<file path="src/rtl/hwag_pkg.sv">
// Shared types and default wheel geometry for the angle-generator stimulus/receiver pair.
package hwag_pkg;

  typedef enum logic [0:0] {
    IDLE = 1'b0,
    RUN  = 1'b1
  } state_e;

  localparam int WHEEL_TEETH      = 60;
  localparam int WHEEL_MISSING    = 2;
  // Receiver compares against the last real tooth index (57 for a 60-2 wheel).
  localparam int RX_TOP_CMP       = WHEEL_TEETH - WHEEL_MISSING - 1;
  localparam int WHEEL_MIN_PERIOD = 4;

endpackage

</file>
<file path="src/rtl/slot_timer.sv">
// Times one wheel slot: latches the clamped period at slot start, counts cycles,
// and reports end-of-slot plus the next-cycle high/low phase.
module slot_timer
  import hwag_pkg::*;
#(
  parameter int PERIOD_WIDTH = 24,
  parameter int MIN_PERIOD   = WHEEL_MIN_PERIOD
) (
  input  logic                    clk,
  input  logic                    rst,
  input  logic                    load_i,
  input  logic                    adv_i,
  input  logic                    clr_i,
  input  logic [PERIOD_WIDTH-1:0] period_i,
  output logic                    eos_o,
  output logic                    phase_high_o
);

  localparam logic [PERIOD_WIDTH-1:0] MinP = PERIOD_WIDTH'(MIN_PERIOD);

  logic [PERIOD_WIDTH-1:0] shadow_q, shadow_d;
  logic [PERIOD_WIDTH-1:0] cnt_q, cnt_d;

  always_comb begin
    shadow_d = shadow_q;
    cnt_d    = cnt_q;
    if (load_i) begin
      shadow_d = (period_i < MinP) ? MinP : period_i;
      cnt_d    = '0;
    end else if (clr_i) begin
      shadow_d = MinP;
      cnt_d    = '0;
    end else if (adv_i) begin
      cnt_d = cnt_q + PERIOD_WIDTH'(1);
    end
  end

  assign eos_o        = (cnt_q == shadow_q - PERIOD_WIDTH'(1));
  // Evaluated on next-state values so the caller can register tooth_out in step with the counter.
  assign phase_high_o = (cnt_d < (shadow_d >> 1));

  always_ff @(posedge clk or negedge rst) begin
    if (!rst) begin
      shadow_q <= MinP;
      cnt_q    <= '0;
    end else begin
      shadow_q <= shadow_d;
      cnt_q    <= cnt_d;
    end
  end

endmodule

</file>
<file path="src/rtl/crank_wheel_gen.sv">
// 60-2 style crank-wheel generator: one pulse per slot, silent missing-tooth gap,
// plus slot index, gap flag and once-per-revolution strobe for receiver cross-checks.
module crank_wheel_gen
  import hwag_pkg::*;
#(
  parameter int PERIOD_WIDTH = 24,
  parameter int TCNT_WIDTH   = 8,
  parameter int TEETH        = WHEEL_TEETH,
  parameter int MISSING      = WHEEL_MISSING,
  parameter int MIN_PERIOD   = WHEEL_MIN_PERIOD
) (
  input  logic                    clk,
  input  logic                    rst,
  input  logic                    ena,
  input  logic [PERIOD_WIDTH-1:0] period,
  output logic                    tooth_out,
  output logic [TCNT_WIDTH-1:0]   tooth_num,
  output logic                    rev_pulse,
  output logic                    in_gap,
  output logic                    busy
);

  if (!(MISSING < TEETH)) begin : g_chk_missing
    $error("crank_wheel_gen: MISSING must be smaller than TEETH");
  end
  if (TEETH > (2 ** TCNT_WIDTH)) begin : g_chk_teeth
    $error("crank_wheel_gen: TEETH does not fit in TCNT_WIDTH");
  end

  localparam logic [TCNT_WIDTH-1:0] LastSlot = TCNT_WIDTH'(TEETH - 1);
  localparam logic [TCNT_WIDTH-1:0] GapFirst = TCNT_WIDTH'(TEETH - MISSING);

  state_e                state_q, state_d;
  logic [TCNT_WIDTH-1:0] num_q, num_d;
  logic                  tooth_q, tooth_d;
  logic                  rev_q, rev_d;
  logic                  gap_q, gap_d;
  logic                  load, adv, clr, slot_start;
  logic                  eos, phase_high;

  slot_timer #(
    .PERIOD_WIDTH (PERIOD_WIDTH),
    .MIN_PERIOD   (MIN_PERIOD)
  ) u_slot_timer (
    .clk          (clk),
    .rst          (rst),
    .load_i       (load),
    .adv_i        (adv),
    .clr_i        (clr),
    .period_i     (period),
    .eos_o        (eos),
    .phase_high_o (phase_high)
  );

  always_comb begin
    state_d    = state_q;
    num_d      = num_q;
    load       = 1'b0;
    adv        = 1'b0;
    clr        = 1'b0;
    slot_start = 1'b0;
    case (state_q)
      IDLE: begin
        if (ena) begin
          state_d    = RUN;
          load       = 1'b1;
          slot_start = 1'b1;
          num_d      = '0;
        end
      end
      RUN: begin
        if (!eos) begin
          adv = 1'b1;
        end else if (ena) begin
          load       = 1'b1;
          slot_start = 1'b1;
          num_d      = (num_q == LastSlot) ? '0 : num_q + TCNT_WIDTH'(1);
        end else begin
          // Slots are never cut short; a stop always lands on a slot boundary and rewinds to slot 0.
          clr     = 1'b1;
          state_d = IDLE;
          num_d   = '0;
        end
      end
      default: state_d = IDLE;
    endcase

    gap_d   = (state_d == RUN) && (num_d >= GapFirst);
    rev_d   = slot_start && (num_d == '0);
    tooth_d = (state_d == RUN) && phase_high && !gap_d;
  end

  always_ff @(posedge clk or negedge rst) begin
    if (!rst) begin
      state_q <= IDLE;
      num_q   <= '0;
      tooth_q <= 1'b0;
      rev_q   <= 1'b0;
      gap_q   <= 1'b0;
    end else begin
      state_q <= state_d;
      num_q   <= num_d;
      tooth_q <= tooth_d;
      rev_q   <= rev_d;
      gap_q   <= gap_d;
    end
  end

  assign tooth_out = tooth_q;
  assign tooth_num = num_q;
  assign rev_pulse = rev_q;
  assign in_gap    = gap_q;
  assign busy      = (state_q == RUN);

endmodule

</file>
<file path="config.mk">
export PLATFORM = sky130hd
export DESIGN_NAME = crank_wheel_gen
export DESIGN_NICKNAME = d
export VERILOG_FILES = /design/src/rtl/hwag_pkg.sv /design/src/rtl/slot_timer.sv /design/src/rtl/crank_wheel_gen.sv
export SDC_FILE = /design/constraint.sdc
export NUM_CORES = 1
export LEC_CHECK = 0
export BUFFER_PORTS_ARGS = -buffer_cell sky130_fd_sc_hd__buf_2
export CORE_ASPECT_RATIO = 0.7
export CORE_MARGIN = 10
export CORE_UTILIZATION = 40
export CTS_BUF_LIST = sky130_fd_sc_hd__clkbuf_2
export CTS_CLUSTER_DIAMETER = 100
export DETAILED_ROUTE_END_ITERATION = 8
export SYNTH_ARGS = -nofsm -noshare
export SYNTH_HDL_FRONTEND = slang
export SYNTH_SLANG_ARGS = --single-unit
</file>
<file path="constraint.sdc">
create_clock -name clk -period 6.8 [get_ports clk]
set_input_delay 0.68 -clock clk [delete_from_list [all_inputs] [get_ports clk]]
set_output_delay 0.68 -clock clk [all_outputs]
set_load 0.01 [all_outputs]
</file>
==> out/qor.tcl, run 1 <==
set qor(outcome) {complete, no violations}
set qor(kind_of_path_behind_the_tightest_hold_check) {in2async}
set qor(io-pin-count) 39
set qor(final.setup.tns_ns) 0
set qor(nNetsFinal) 572
set qor(timing.clock.skew_ns) 0.0328
set qor(rr_endpoint) {tooth_out}
set qor(drt_iter0_drc) 360
set qor(timing.critical_path.fanout_max) 10
set qor(synth_flop_cell) {sky130_fd_sc_hd__dfrtp_1}
set qor(synth_top_area_share_pct) 34.8
set qor(worstSkewPairLatency_ns) 0.54
set qor(synth_top_cells_by_count) {sky130_fd_sc_hd__dfrtp_1 (59), sky130_fd_sc_hd__inv_1 (37), sky130_fd_sc_hd__nor2_1 (34), sky130_fd_sc_hd__nand2_1 (32), sky130_fd_sc_hd__xnor2_1 (27)}
set qor(worst-slew-pin-transition_ns) 0.936
set qor(final-instance-count-excl-fill) 657
set qor(worstSetupEndpointType) {flop}
set qor(synthesis.nets) 532
set qor(cp.required_ns) 7.22
set qor(final_min_period_over_clock_period_pct) 88.0
set qor(arrival_ns) 6.41
set qor(global_route.usage.total_pct) 16.8
set qor(post-synth-top-count-cell) {sky130_fd_sc_hd__dfrtp_1}
set qor(buffer_ports.inserted) 38
set qor(met2_wirelength_mm) 5.03
set qor(finalHoldViolCount) 0
set qor(cts.sinks) 60
set qor(via_count) 3788
set qor(leakagePower_nw) 2.35
set qor(power.total_w) 0.000641
set qor(start_util_pct) 41.0
set qor(timing.max_cap.violations) 0
set qor(antenna_cells) 0
set qor(timing.max_slew.rel_slack_pct) 37.0
set qor(report.final.slew_viol_count) 0
set qor(ff2ff_setup_slack_ns) 0.81
set qor(cts-resized-gates) 0
set qor(classification_of_the_worst_setup_path) {reg2reg}
set qor(remaining_number_of_nets_flagged_by_the_antenna_check_after_routing) 0
set qor(cts.hold.buffers_added) 0
set qor(place.detailed.hpwl_mm) 9.36
set qor(place_inst) 641
set qor(finalWeightedCongestion) 0.880
set qor(fp.dieW_um) 143
set qor(ff2ff_path_depth) 22
set qor(netlist-cell-type-count) 61
set qor(initial_antenna_violation_count) 0
set qor(grt.overflow.total) 0
set qor(count_of_endpoints_failing_setup_in_the_final_report) 0
set qor(post_drt_wl_per_cell_um) 18.5
set qor(max-clock-path-buffers) 2
set qor(total_power_divided_by_cell_area_nw_per_um2) 136
set qor(clk_transition_reported_paths_ns) 0.19
set qor(vdd.ir_drop.worst_mv) 0.0907
set qor(synth_cells) 480
set qor(timing.final.crit_period_ns) 5.99
set qor(grt_setup_unrepaired) {no}
set qor(cts_bufs_inserted) 9
set qor(core_area_um2) 10400
set qor(die_height_um) 106
set qor(number_of_synthesized_flops_with_an_enable_pin) 0
set qor(htree_num_levels) 3
set qor(m1_wl_mm) 6.24
set qor(drive_gt1_share_pct) 13.9
set qor(layout_overhead_on_the_synthesized_area_pct) 11.1
set qor(grt_pass1_wl_mm) 20.2
set qor(pin_count_of_the_biggest_net_entering_global_routing) 61
set qor(firstDrtPassIters) 5
set qor(cts_tree) {built}
set qor(die-area_um2) 15200
set qor(detail_route.drc_violations) 0
set qor(r2r_start) {u_slot_timer.shadow_q[1]}
set qor(post_synth_instance_area_um2) 4250
set qor(startpoint_type) {flop}
set qor(synth.area.top_cells) {sky130_fd_sc_hd__dfrtp_1 (35%), sky130_fd_sc_hd__ha_1 (7.4%), sky130_fd_sc_hd__xnor2_1 (5.6%), sky130_fd_sc_hd__a22oi_1 (3.7%), sky130_fd_sc_hd__xor2_1 (3.3%)}
set qor(clk_root_buffer_cell) {sky130_fd_sc_hd__clkbuf_2}
set qor(synth_warn) 0
set qor(highest_layer) {met4}
set qor(cts_setup_buffers) 0
set qor(wirelength_mm) 12.2
set qor(synth_area_per_cell_um2) 8.85
set qor(async_reset_ff_share_pct) 100
set qor(post_dp_cell_area_um2) 4590
set qor(max_freq_mhz) 167
set qor(detailroute.wirelength.met3_um) 748
set qor(drt-vias-per-instance) 5.77
set qor(synth-seq-area-share_pct) 35.4
set qor(rows) 31
set qor(first_global_vias) 3812
set qor(synth_seq_cells) 60
set qor(fin_area_um2) 4720
set qor(yosys.area.top_type) {sky130_fd_sc_hd__dfrtp_1}
[cells in the final DEF (no fill, tap or decap), types with 3 or more instances in the layout]
| master | instances |
|---|---|
| sky130_fd_sc_hd__o21a_1 | 3 |
| sky130_fd_sc_hd__o21ai_0 | 22 |
| sky130_fd_sc_hd__nand3_1 | 15 |
| sky130_fd_sc_hd__o22ai_1 | 4 |
| sky130_fd_sc_hd__nor3_1 | 15 |
| sky130_fd_sc_hd__or3_1 | 16 |
| sky130_fd_sc_hd__and4_1 | 3 |
| sky130_fd_sc_hd__nand2_1 | 32 |
| sky130_fd_sc_hd__a21oi_1 | 18 |
| sky130_fd_sc_hd__nand2b_1 | 9 |
| sky130_fd_sc_hd__or4_1 | 7 |
| sky130_fd_sc_hd__nor2_1 | 34 |
| sky130_fd_sc_hd__clkbuf_2 | 10 |
| sky130_fd_sc_hd__buf_4 | 8 |
| sky130_fd_sc_hd__xnor2_1 | 27 |
| sky130_fd_sc_hd__a22oi_1 | 21 |
| sky130_fd_sc_hd__and3_1 | 9 |
| sky130_fd_sc_hd__nor2b_1 | 5 |
| sky130_fd_sc_hd__xor2_1 | 16 |
| sky130_fd_sc_hd__inv_1 | 37 |
| sky130_fd_sc_hd__clkinv_2 | 3 |
| sky130_fd_sc_hd__a21o_1 | 9 |
| sky130_fd_sc_hd__o211ai_1 | 4 |
| sky130_fd_sc_hd__nor3b_1 | 4 |
| sky130_fd_sc_hd__buf_2 | 38 |
| sky130_fd_sc_hd__nand4_1 | 8 |
| sky130_fd_sc_hd__a22o_1 | 4 |
| sky130_fd_sc_hd__ha_1 | 25 |
| sky130_fd_sc_hd__dfrtp_1 | 59 |
| sky130_fd_sc_hd__mux2i_1 | 4 |
| sky130_fd_sc_hd__nor4_1 | 14 |
[per-stage QoR]
step           utilization [%]  worst slack, ns  hold WS (ns)
6_report                  45.6            0.813         0.285
5_1_grt                   45.6            0.448         0.286
4_1_cts                   45.6            0.847         0.279
3_5_place_dp              44.3            0.938         0.558
3_3_place_gp              44.3             1.02         0.539
2_1_floorplan                -             1.54         0.384
[worst max path at each step]
stage | from | end | slack (ns) | depth (start not counted)
finish | u_slot_timer.shadow_q[1] | tooth_out | 0.81 | 22
global route | u_slot_timer.shadow_q[1] | tooth_out | 0.45 | 22
CTS | u_slot_timer.shadow_q[1] | tooth_out | 0.85 | 22
detailed placement | u_slot_timer.shadow_q[0] | tooth_out | 0.94 | 22
global placement | u_slot_timer.shadow_q[0] | tooth_out | 1.02 | 19
floorplan | u_slot_timer.shadow_q[0] | tooth_out | 1.54 | 22
[state kept, by name (all words and copies together) (netlist names)]
| register | cells |
|---|---|
| u_slot_timer.cnt_q | 24 |
| u_slot_timer.shadow_q | 24 |
| tooth_num | 8 |
| busy | 1 |
| in_gap | 1 |
| rev_pulse | 1 |
| tooth_out | 1 |
[layer usage]
layer	vias to the layer above	track usage, %
li1	1838	-
met1	1822	24.2
met2	114	23.4
met3	14	5.20
met4	0	4.92
met5	-	0
[cells by family (layout without fill, tap and decap cells)]
logic type	count (synthesis)	in the layout	share of synthesized area, %
xor gates and xnor gates	45	45	9.93
muxes	5	5	1.21
adders and majority gates	25	25	7.37
buffers and inverters	54	99	5.10
and+or+nand+nor	181	181	23.0
DFF	60	60	35.4
AOI/OAI and AO/OA	110	110	18.0
[power by group]
| group | switching, W | internal, W |
|---|---|---|
| logic | 0.0000150 | 0.00000693 |
| clock network | 0.000141 | 0.000120 |
| registers | 0 | 0.000357 |
| total | 0.000156 | 0.000484 |
[critical path, cell delays in order, from the launching register on]
cell,delay [ns]
sky130_fd_sc_hd__dfrtp_1,0.50
sky130_fd_sc_hd__inv_1,0.11
sky130_fd_sc_hd__ha_1,0.22
sky130_fd_sc_hd__or3b_2,0.48
sky130_fd_sc_hd__or3_1,0.34
sky130_fd_sc_hd__xnor2_1,0.15
sky130_fd_sc_hd__or4_1,0.46
sky130_fd_sc_hd__or4_1,0.71
sky130_fd_sc_hd__o211ai_1,0.34
sky130_fd_sc_hd__buf_4,0.25
sky130_fd_sc_hd__nor2b_1,0.07
sky130_fd_sc_hd__xnor2_1,0.14
sky130_fd_sc_hd__nor2_1,0.08
sky130_fd_sc_hd__ha_1,0.31
sky130_fd_sc_hd__a21o_1,0.16
sky130_fd_sc_hd__a21o_1,0.16
sky130_fd_sc_hd__a21o_1,0.18
sky130_fd_sc_hd__a21o_1,0.17
sky130_fd_sc_hd__a21oi_1,0.18
sky130_fd_sc_hd__o21a_1,0.24
sky130_fd_sc_hd__o2111a_1,0.25
sky130_fd_sc_hd__a21boi_0,0.11
sky130_fd_sc_hd__nor4_1,0.25
[layout make-up]
| class | count | area [um2] |
|---|---|---|
| Multi-Input combinational cell | 366 | 2530 |
| Fill cell | 1006 | 5640 |
| Tap cell | 132 | 165 |
| Inverter | 37 | 139 |
| Timing Repair Buffer | 46 | 250 |
| Clock inverter | 6 | 78.8 |
| Sequential cell | 60 | 1500 |
| Clock buffer | 10 | 50.0 |
No activity file was read; power rests on OpenSTA's default activity.
==> inputs of run 2 (changes only) <==
--- a/config.mk
+++ b/config.mk
@@ -14,4 +14,5 @@
 export DETAILED_ROUTE_END_ITERATION = 8
 export SYNTH_ARGS = -nofsm -noshare
 export SYNTH_HDL_FRONTEND = slang
+export SYNTH_HIERARCHICAL = 1
 export SYNTH_SLANG_ARGS = --single-unit
==> out/qor.tcl, run 2 <==
set qor(kind_of_path_behind_the_tightest_hold_check) {in2async}
set qor(cts.sinks) 60 ;# unchanged
set qor(rows) 31 ;# unchanged
set qor(preCtsSetupSlack_ns) 1.10 ;# +0.158 ns
set qor(synth_cells) 464 ;# -3.3%
set qor(slowest_stage) {sky130_fd_sc_hd__nor4_2}
set qor(final-instance-count-excl-fill) 632 ;# -3.8%
set qor(power.share.combinational_pct) 36.0 ;# +33 points
set qor(ff2ff_path_depth) 21 ;# -4.5%
set qor(m1_wl_mm) 6.39 ;# +2.4%
set qor(final_min_period_over_clock_period_pct) 85.6 ;# -2.5 points
set qor(report.final.slew_viol_count) 0 ;# unchanged
set qor(finalWeightedCongestion) 0.898 ;# +2.1%
set qor(buffer_ports.inserted) 38 ;# unchanged
set qor(detail_route.drc_violations) 0 ;# unchanged
set qor(place_inst) 616 ;# -3.9%
set qor(fp.dieW_um) 143 ;# -0.27%
set qor(remaining_number_of_nets_flagged_by_the_antenna_check_after_routing) 0 ;# unchanged
set qor(synthesis.nets) 516 ;# -3.0%
set qor(finalHoldViolCount) 0 ;# unchanged
set qor(highest_layer) {met4}
set qor(cp.required_ns) 7.27 ;# +0.05 ns
set qor(global_route.usage.total_pct) 16.4 ;# -0.40 points
set qor(pwr-share-seq_pct) 46.5 ;# -9.2 points
set qor(power.switching_fraction_pct) 40.8 ;# +16 points
set qor(arrival_ns) 6.29 ;# -0.12 ns
set qor(layout_overhead_on_the_synthesized_area_pct) 8.72
set qor(synth.area.top_cells) {sky130_fd_sc_hd__dfrtp_1 (35%), sky130_fd_sc_hd__ha_1 (7.4%), sky130_fd_sc_hd__xnor2_1 (5.4%), sky130_fd_sc_hd__xor2_1 (4.4%), sky130_fd_sc_hd__nor2_1 (3.6%)}
set qor(core_area_um2) 10300 ;# -0.37%
set qor(max-clock-path-buffers) 2 ;# unchanged
set qor(first_global_vias) 3523 ;# -7.6%
set qor(detailroute.wirelength.met3_um) 803 ;# +7.4%
set qor(synth_area_per_cell_um2) 9.10 ;# +2.8%
set qor(met2_wirelength_mm) 4.85 ;# -3.5%
set qor(wirelength_mm) 12.1 ;# -0.59%
set qor(post-synth-top-count-cell) {sky130_fd_sc_hd__dfrtp_1}
set qor(start_util_pct) 40.9 ;# -0.10 points
set qor(post_drt_wl_per_cell_um) 19.2 ;# +3.3%
set qor(r2r_start) {u_slot_timer/shadow_q[0]}
set qor(grt.overflow.total) 0 ;# unchanged
set qor(startpoint_type) {flop}
set qor(clk_transition_reported_paths_ns) 0.18 ;# about the same
set qor(initial_antenna_violation_count) 0 ;# unchanged
set qor(synth_top_area_share_pct) 35.0 ;# +0.22 points
set qor(rr_endpoint) {tooth_out}
set qor(max_freq_mhz) 172 ;# +2.9%
set qor(die-area_um2) 15100 ;# -0.51%
set qor(critical-path-max-stage-delay_ns) 0.58 ;# -0.13 ns
set qor(clk_root_buffer_cell) {sky130_fd_sc_hd__clkbuf_2}
set qor(power.total_w) 0.00105 ;# +64%
set qor(timing.max_cap.violations) 0 ;# unchanged
set qor(drt-vias-per-instance) 5.88 ;# +2.1%
set qor(synth_warn) 6 ;# +6
set qor(classification_of_the_worst_setup_path) {reg2reg}
set qor(layout.cells.most_common) {sky130_fd_sc_hd__dfrtp_1}
set qor(p_sw_w) 0.000427 ;# +170%
set qor(synth_flop_cell) {sky130_fd_sc_hd__dfrtp_1}
set qor(synth-seq-area-share_pct) 35.6 ;# +0.22 points
set qor(timing.final.crit_period_ns) 5.82 ;# -0.167 ns
set qor(worst-path-buf-inv) 2 ;# unchanged
set qor(synth_seq_cells) 60 ;# unchanged
set qor(cts_setup_buffers) 0 ;# unchanged
set qor(worstSetupEndpointType) {flop}
set qor(cts-resized-gates) 0 ;# unchanged
set qor(timing.max_slew.rel_slack_pct) 41.6 ;# +4.6 points
set qor(setup_slack_ns) 0.980 ;# +0.167 ns
set qor(worstSkewPairLatency_ns) 0.51 ;# -0.03 ns
set qor(cts.hold.buffers_added) 0 ;# unchanged
set qor(worst-slew-pin-transition_ns) 0.851 ;# -0.0849 ns
set qor(cts_tree) {built}
set qor(pin_count_of_the_biggest_net_entering_global_routing) 61 ;# unchanged
set qor(grt_pass1_wl_mm) 19.7 ;# -2.5%
set qor(clkPwrFrac_pct) 17.5 ;# -23 points
set qor(place.detailed.hpwl_mm) 9.44 ;# +0.91%
set qor(grt_setup_unrepaired) {no}
set qor(antenna_cells) 0 ;# unchanged
set qor(async_reset_ff_share_pct) 100 ;# unchanged
set qor(yosys.area.top_type) {sky130_fd_sc_hd__dfrtp_1}
set qor(post_synth_instance_area_um2) 4220 ;# -0.62%
set qor(number_of_synthesized_flops_with_an_enable_pin) 0 ;# unchanged
set qor(leakagePower_nw) 2.12 ;# -10%
set qor(timing.critical_path.fanout_max) 27 ;# +17
set qor(final.setup.tns_ns) 0 ;# unchanged
set qor(ff2ff_setup_slack_ns) 0.98 ;# +0.17 ns
set qor(htree_num_levels) 3 ;# unchanged
set qor(firstDrtPassIters) 5 ;# unchanged
set qor(top_cell_family_by_delay_on_the_critical_path) {simple AND/OR/NAND/NOR gates}
set qor(timing.clock.skew_ns) 0.0221 ;# -0.0107 ns
set qor(critical_path.cell_chain) {inv_1 -> ha_1 -> nor3b_2 -> nand4_2 -> a211o_1 -> a2111oi_2 -> nand4_1 -> nor4_2 -> nand2b_1 -> nand2_1 -> inv_1 -> or2_2 -> nor2_1 -> ha_1 -> a21oi_1 -> nor2b_1 -> o21ai_0 -> a21oi_1 -> o31a_1 -> nor4_1 -> and4_1}
set qor(cp.depth) 21 ;# -4.5%
set qor(drt_iter0_drc) 366 ;# +1.7%
set qor(final_cell_mix) {sky130_fd_sc_hd__dfrtp_1 (59), sky130_fd_sc_hd__nor2_1 (40), sky130_fd_sc_hd__buf_2 (38)}
set qor(worst_hold_slack_ns) 0.320 ;# +0.0353 ns
set qor(die_height_um) 106 ;# -0.25%
set qor(outcome) {complete, no violations}
set qor(drive_gt1_share_pct) 16.6 ;# +2.7 points
set qor(netlist-cell-type-count) 69 ;# +13%
set qor(synth_top_cells_by_count) {sky130_fd_sc_hd__dfrtp_1 (59), sky130_fd_sc_hd__nor2_1 (40), sky130_fd_sc_hd__inv_1 (34), sky130_fd_sc_hd__xnor2_1 (26)}
set qor(count_of_endpoints_failing_setup_in_the_final_report) 0 ;# unchanged
set qor(nNetsFinal) 547 ;# -4.4%
set qor(vdd.ir_drop.worst_mv) 0.0779 ;# -14%
set qor(total_power_divided_by_cell_area_nw_per_um2) 228 ;# +68%
set qor(via_count) 3719 ;# -1.8%
set qor(cellInternalPower_w) 0.000620 ;# +28%
set qor(cts_bufs_inserted) 9 ;# unchanged
set qor(io-pin-count) 39 ;# unchanged
run 2: area by class of cell:
class / instances / area [um2]
Fill cell: 1046 / 5730
Clock buffer: 13 / 65.1
Sequential cell: 60 / 1500
Multi-Input combinational cell: 349 / 2500
Clock inverter: 3 / 13.8
Timing Repair Buffer: 41 / 213
Tap cell: 132 / 165
Inverter: 34 / 128
run 2: how the worst max path moves through the flow:
stage / start / to
after floorplan: u_slot_timer/shadow_q[0] / tooth_out
after global placement: u_slot_timer/shadow_q[0] / tooth_out
after detailed placement: u_slot_timer/shadow_q[0] / tooth_out
after CTS: u_slot_timer/shadow_q[0] / tooth_out
after global routing: u_slot_timer/shadow_q[0] / tooth_out
final: u_slot_timer/shadow_q[0] / tooth_out
run 2: cells by family (layout without fill, tap and decap cells):
group | Yosys count | in the layout | share of synthesized area, %
buffers and inverters | 55 | 91 | 5.13
xor gates and xnor gates | 47 | 47 | 9.75
muxes | 4 | 4 | 1.07
AOI/OAI and AO/OA | 99 | 99 | 17.0
DFF | 60 | 60 | 35.6
adders and majority gates | 25 | 25 | 7.41
and+or+nand+nor | 174 | 174 | 24.0
run 2: power groups by stage:
stage / registers (W) / logic [W] / clock network, W
after CTS: 0.000485 / 0.000372 / 0.000192
final: 0.000487 / 0.000377 / 0.000183
after global placement: 0.000491 / 0.000367 / 0
after detailed placement: 0.000492 / 0.000369 / 0
after floorplan: 0.000460 / 0.000286 / 0
after global routing: 0.000497 / 0.000432 / 0.000206
run 2: per-layer routing:
| metal | global-route usage, % | vias up |
|---|---|---|
| li1 | - | 1769 |
| met1 | 25.8 | 1821 |
| met2 | 21.5 | 121 |
| met3 | 4.22 | 8 |
| met4 | 3.38 | 0 |
| met5 | 0 | - |
run 2: stage by stage:
step,instance area [um2],utilization (%)
2_1_floorplan,4220,-
3_3_place_gp,4510,43.7
3_5_place_dp,4510,43.7
4_1_cts,4590,44.5
5_1_grt,4590,44.5
6_report,4590,44.5
